$ cat config.mk
export PLATFORM = sky130hd
export DESIGN_NAME = imm_encoder
export DESIGN_NICKNAME = d
export VERILOG_FILES = /design/src/rtl/imm_enc_pkg.sv /design/src/rtl/imm_range_chk.sv /design/src/rtl/imm_encoder.sv
export SDC_FILE = /design/constraint.sdc
export NUM_CORES = 1
export LEC_CHECK = 0
export ABC_AREA = 1
export BUFFER_PORTS_ARGS = -buffer_cell sky130_fd_sc_hd__buf_2
export CORE_AREA = 2 2 121 123
export CTS_CLUSTER_DIAMETER = 80
export DETAILED_ROUTE_END_ITERATION = 10
export DIE_AREA = 0 0 123 125
export PLACE_DENSITY = 0.57
export SKIP_CTS_REPAIR_TIMING = 1
export SYNTH_ARGS = -nofsm -noshare
export SYNTH_HDL_FRONTEND = slang
export SYNTH_SLANG_ARGS = --single-unit
$ cat constraint.sdc
create_clock -name clk -period 1.28 [get_ports clk]
set_input_delay 0.256 -clock clk [delete_from_list [all_inputs] [get_ports clk]]
set_output_delay 0.256 -clock clk [all_outputs]
set_load 0.1 [all_outputs]
$ cat src/rtl/imm_enc_pkg.sv
// Shared opcode constants, format classes and the opcode classifier used by imm_encoder.
package imm_enc_pkg;

    localparam logic [6:0] OP_LUI   = 7'b0110111;
    localparam logic [6:0] OP_AUIPC = 7'b0010111;
    localparam logic [6:0] OP_STORE = 7'b0100011;
    localparam logic [6:0] OP_JALR  = 7'b1100111;
    localparam logic [6:0] OP_LOAD  = 7'b0000011;
    localparam logic [6:0] OP_OPIMM = 7'b0010011;
    localparam logic [6:0] OP_JAL   = 7'b1101111;

    localparam logic [31:0] NOP = 32'h0000_0013;

    typedef enum logic [2:0] {
        FMT_I,
        FMT_S,
        FMT_U,
        FMT_J,
        FMT_BAD
    } fmt_t;

    function automatic fmt_t opcode_fmt(input logic [6:0] op);
        fmt_t f;
        case (op)
            OP_LUI, OP_AUIPC:         f = FMT_U;
            OP_STORE:                 f = FMT_S;
            OP_JALR, OP_LOAD, OP_OPIMM: f = FMT_I;
            OP_JAL:                   f = FMT_J;
            default:                  f = FMT_BAD;
        endcase
        return f;
    endfunction

endpackage

$ cat src/rtl/imm_range_chk.sv
// Combinational immediate range check: is imm exactly representable in the format's field?
// Compiled only when IMM_CHECK_EN is defined.
`ifdef IMM_CHECK_EN
module imm_range_chk
    import imm_enc_pkg::*;
(
    input  fmt_t        fmt,
    input  logic [31:0] imm,
    output logic        ok
);

    always_comb begin
        ok = 1'b0;
        case (fmt)
            FMT_I, FMT_S: ok = (imm[31:11] == {21{imm[11]}});
            FMT_U:        ok = (imm[11:0] == 12'h000);
            FMT_J:        ok = !imm[0] && (imm[31:20] == {12{imm[20]}});
            default:      ok = 1'b0;
        endcase
    end

endmodule
`endif

$ cat src/rtl/imm_encoder.sv
// RV32I instruction encoder (I/S/U/J): 2-stage valid/ready pipeline, full throughput.
// Define IMM_CHECK_EN to enable immediate range checking, out_err and err_cnt.
module imm_encoder
    import imm_enc_pkg::*;
(
    input  logic        clk,
    input  logic        rst_n,
    input  logic        in_valid,
    output logic        in_ready,
    input  logic [6:0]  in_opcode,
    input  logic [4:0]  in_rd,
    input  logic [2:0]  in_funct3,
    input  logic [4:0]  in_rs1,
    input  logic [4:0]  in_rs2,
    input  logic [31:0] in_imm,
    output logic        out_valid,
    input  logic        out_ready,
    output logic [31:0] out_inst,
    output logic        out_err,
    output logic [15:0] err_cnt
);

    logic        s1_valid_q;
    fmt_t        s1_fmt_q;
    logic [6:0]  s1_opcode_q;
    logic [4:0]  s1_rd_q;
    logic [2:0]  s1_funct3_q;
    logic [4:0]  s1_rs1_q;
    logic [4:0]  s1_rs2_q;
    logic [31:0] s1_imm_q;

    logic        s2_valid_q;
    logic [31:0] s2_inst_q;

    logic        s2_adv;
    logic        s1_load;
    logic [31:0] packed_inst;

    assign s2_adv   = !s2_valid_q || out_ready;
    assign in_ready = !s1_valid_q || s2_adv;
    assign s1_load  = in_valid && in_ready;

    always_ff @(posedge clk or negedge rst_n) begin
        if (!rst_n) begin
            s1_valid_q  <= 1'b0;
            s1_fmt_q    <= FMT_BAD;
            s1_opcode_q <= 7'd0;
            s1_rd_q     <= 5'd0;
            s1_funct3_q <= 3'd0;
            s1_rs1_q    <= 5'd0;
            s1_rs2_q    <= 5'd0;
            s1_imm_q    <= 32'd0;
        end else begin
            if (in_ready) begin
                s1_valid_q <= in_valid;
            end
            if (s1_load) begin
                s1_fmt_q    <= opcode_fmt(in_opcode);
                s1_opcode_q <= in_opcode;
                s1_rd_q     <= in_rd;
                s1_funct3_q <= in_funct3;
                s1_rs1_q    <= in_rs1;
                s1_rs2_q    <= in_rs2;
                s1_imm_q    <= in_imm;
            end
        end
    end

    // Immediate bits outside the format's field are dropped by the slices below.
    always_comb begin
        packed_inst = NOP;
        case (s1_fmt_q)
            FMT_U: packed_inst = {s1_imm_q[31:12], s1_rd_q, s1_opcode_q};
            FMT_S: packed_inst = {s1_imm_q[11:5], s1_rs2_q, s1_rs1_q, s1_funct3_q,
                                  s1_imm_q[4:0], s1_opcode_q};
            FMT_I: packed_inst = {s1_imm_q[11:0], s1_rs1_q, s1_funct3_q, s1_rd_q, s1_opcode_q};
            FMT_J: packed_inst = {s1_imm_q[20], s1_imm_q[10:1], s1_imm_q[11], s1_imm_q[19:12],
                                  s1_rd_q, s1_opcode_q};
            default: packed_inst = NOP;
        endcase
    end

    always_ff @(posedge clk or negedge rst_n) begin
        if (!rst_n) begin
            s2_valid_q <= 1'b0;
            s2_inst_q  <= 32'd0;
        end else if (s2_adv) begin
            s2_valid_q <= s1_valid_q;
            if (s1_valid_q) begin
                s2_inst_q <= packed_inst;
            end
        end
    end

    assign out_valid = s2_valid_q;
    assign out_inst  = s2_inst_q;

`ifdef IMM_CHECK_EN
    logic        chk_ok;
    logic        s1_ok_q;
    logic        s2_err_q;
    logic [15:0] err_cnt_q;

    imm_range_chk u_chk (
        .fmt(opcode_fmt(in_opcode)),
        .imm(in_imm),
        .ok (chk_ok)
    );

    always_ff @(posedge clk or negedge rst_n) begin
        if (!rst_n) begin
            s1_ok_q   <= 1'b0;
            s2_err_q  <= 1'b0;
            err_cnt_q <= 16'd0;
        end else begin
            if (s1_load) begin
                s1_ok_q <= chk_ok;
            end
            if (s2_adv && s1_valid_q) begin
                s2_err_q <= !s1_ok_q;
            end
            if (s2_valid_q && out_ready && s2_err_q && (err_cnt_q != 16'hFFFF)) begin
                err_cnt_q <= err_cnt_q + 16'd1;
            end
        end
    end

    assign out_err = s2_err_q;
    assign err_cnt = err_cnt_q;
`else
    assign out_err = 1'b0;
    assign err_cnt = 16'd0;
`endif

endmodule

==> impl_metrics.json <==
{
  "outcome": "finished with violations",
  "violations": "negative setup slack",
  "synthDistinctLibCells": 23,
  "period_share_pct": 112,
  "die_area_um2": 15400,
  "syn_to_final_growth_pct": 46.2,
  "antenna_found_initial": 0,
  "critPathMaxStageDelay_ns": 0.49,
  "grt_max_degree": 39,
  "clkTransAtPathRegs_ns": 0.07,
  "grt_remaining_overflow": 0,
  "drive_gt1_share_pct": 26.3,
  "netlist_instances": 515,
  "placed_cell_area_um2": 5490,
  "p_leak_uw": 0.00316,
  "ir_worst_vdd_uv": 854,
  "cts_tree": "built",
  "start_util_pct": 29.3,
  "setup_viol": 46,
  "yosys_warnings": 0,
  "hold_path.class": "in2reg",
  "max-clock-path-buffers": 2,
  "ys_seq_area_share_pct": 56.5,
  "final_nets": 699,
  "crit_arrival_ns": 1.18,
  "power.density_nw_per_um2": 1780,
  "drc": 0,
  "grt_pass1_wl_mm": 17.8,
  "post_drt_wl_per_cell_um": 13.9,
  "numCtsBuffers": 9,
  "clock_skew_ns": 0.00486,
  "endpoint_kind": "output pin",
  "whs_ns": 0.110,
  "cp_max_fo": 3,
  "numPortBuffers": 94,
  "drt_iter0_drc": 240,
  "die_height_um": 125,
  "grt_use_total_pct": 14.8,
  "gp_congestion": 0.797,
  "min_period_ns": 1.43,
  "hold_viol": 0,
  "ys_ff_latch": 94,
  "core_area_um2": 14200,
  "mostFrequentLayoutCell": "nand2_1",
  "cp.required_ns": 1.02,
  "pin_count": 112,
  "firstDrtPassIters": 4,
  "critPathKind": "reg2out",
  "slowest_stage": "dfrtp_4",
  "cp-start-kind": "flop",
  "fillers": 1421,
  "vias_per_cell": 4.40,
  "final.setup.tns_ns": -2.56,
  "crit_chain": "nand3_4, buf_6, buf_12",
  "antennaDiodeCount": 0,
  "worst_slack_ns": -0.151,
  "num_rows": 44,
  "dpl_worst_slack_ns": -0.0827,
  "fin_util_pct": 42.9,
  "syn_area_um2": 4170,
  "final_area_um2": 6090,
  "maxCapViolations": 0,
  "wirelength_mm": 11.5,
  "rsz0062_at_grt": "true",
  "antenna_left": 0,
  "h-tree-depth": 3,
  "hpwl_mm": 7.77,
  "final_cell_mix": "nand2_1, dfrtp_1, buf_2",
  "cts_root_buf": "clkbuf_16",
  "route.vias.total": 3639,
  "chipWidth_um": 123,
  "insertion_delay_ns": 0.34,
  "syn_avg_cell_area_um2": 8.09,
  "grt_pass1_vias": 3699,
  "clkSinkCount": 94,
  "fmax_mhz": 699,
  "maxSlewViolCount": 0
}
-- worst max-delay path, delay by kind of cell (launching register included) --
kind	cells	cell delay, ns
and+or+nand+nor	1	0.07
buffers and inverters	2	0.27
DFF	1	0.49
-- synthesized netlist by cell type --
library cell  instances  area [µm²]
a21oi_1               8        40.0
a31oi_1               1        6.26
buf_1                 2        7.51
buf_2                11        55.1
buf_4                18         135
buf_6                 2        22.5
clkbuf_1              6        22.5
conb_1                1        3.75
dfrtp_1              93        2330
dfstp_2               1        26.3
inv_1                31         116
inv_2                 3        11.3
nand2_1             243         912
nand2_2               1        6.26
nand2_4               1        11.3
nand3_1              19        95.1
nand3_2               1        10.0
nand4_1               5        31.3
nor2_1               16        60.1
nor2_2                1        6.26
o21ai_0              44         220
o21ai_1               4        20.0
o22ai_1               3        18.8
-- sequential cells by signal, summed over array words and instances (netlist names) --
register,flops
s1_rd_q,5
s1_valid_q,1
s1_imm_q,32
s1_opcode_q,7
out_valid,1
s1_rs1_q,5
s1_fmt_q,3
s1_rs2_q,5
out_inst,32
s1_funct3_q,3
-- path summary, 6_finish.rpt --
path                                            start                    endpoint  slack (ns)  depth (start not counted)
setup reg to reg                out_valid$_DFFE_PN0P_     s1_imm_q[4]$_DFFE_PN0P_       -0.11                          8
max in group asynchronous                       rst_n       out_valid$_DFFE_PN0P_        0.38                          3
hold / removal                             in_imm[25]    s1_imm_q[25]$_DFFE_PN0P_        0.11                          3
hold reg to reg            s1_funct3_q[0]$_DFFE_PN0P_  s1_funct3_q[0]$_DFFE_PN0P_        0.48                          2
setup / recovery                out_valid$_DFFE_PN0P_                    in_ready       -0.15                          3
min in group asynchronous                       rst_n    s1_imm_q[29]$_DFFE_PN0P_        0.36                          2
-- metal layers --
layer / GRT usage [%] / part of all wire (%)
met5: 0 / 0
met1: 19.7 / 44
met4: 5.21 / 1.4
met2: 24.2 / 49
met3: 2.46 / 5.4
-- power breakdown --
group / switching, µW / internal, µW
registers: 432 / 3470
logic: 2820 / 1500
clock network: 1130 / 1520
total: 4380 / 6490
-- cells by family (layout without fill, tap and decap cells) --
group | count (synthesis) | in the layout | synth area share [%]
flip-flops | 94 | 94 | 56.5
buffers and inverters | 73 | 185 | 8.89
other | 1 | 17 | 0.0900
AND/OR/NAND/NOR | 287 | 287 | 27.2
AO/OA/AOI/OAI | 60 | 60 | 7.33
-- stage by stage --
stage	total power (µW)	instances
floorplan	6400	531
global placement	7990	794
detailed placement	8030	794
CTS	10700	810
global route	11400	827
finish	10900	827
-- cell type report --
cell class                      count  area [µm²]  area share, %
Sequential cell                    94        2360           38.7
Multi-Input combinational cell    364        1580           25.9
Timing Repair Buffer              135        1490           24.4
Clock buffer                       11         233           3.82
Tap cell                          184         230           3.78
Inverter                           34         145           2.38
Clock inverter                      5        60.1          0.986
Power figures use the tool's default switching activity.
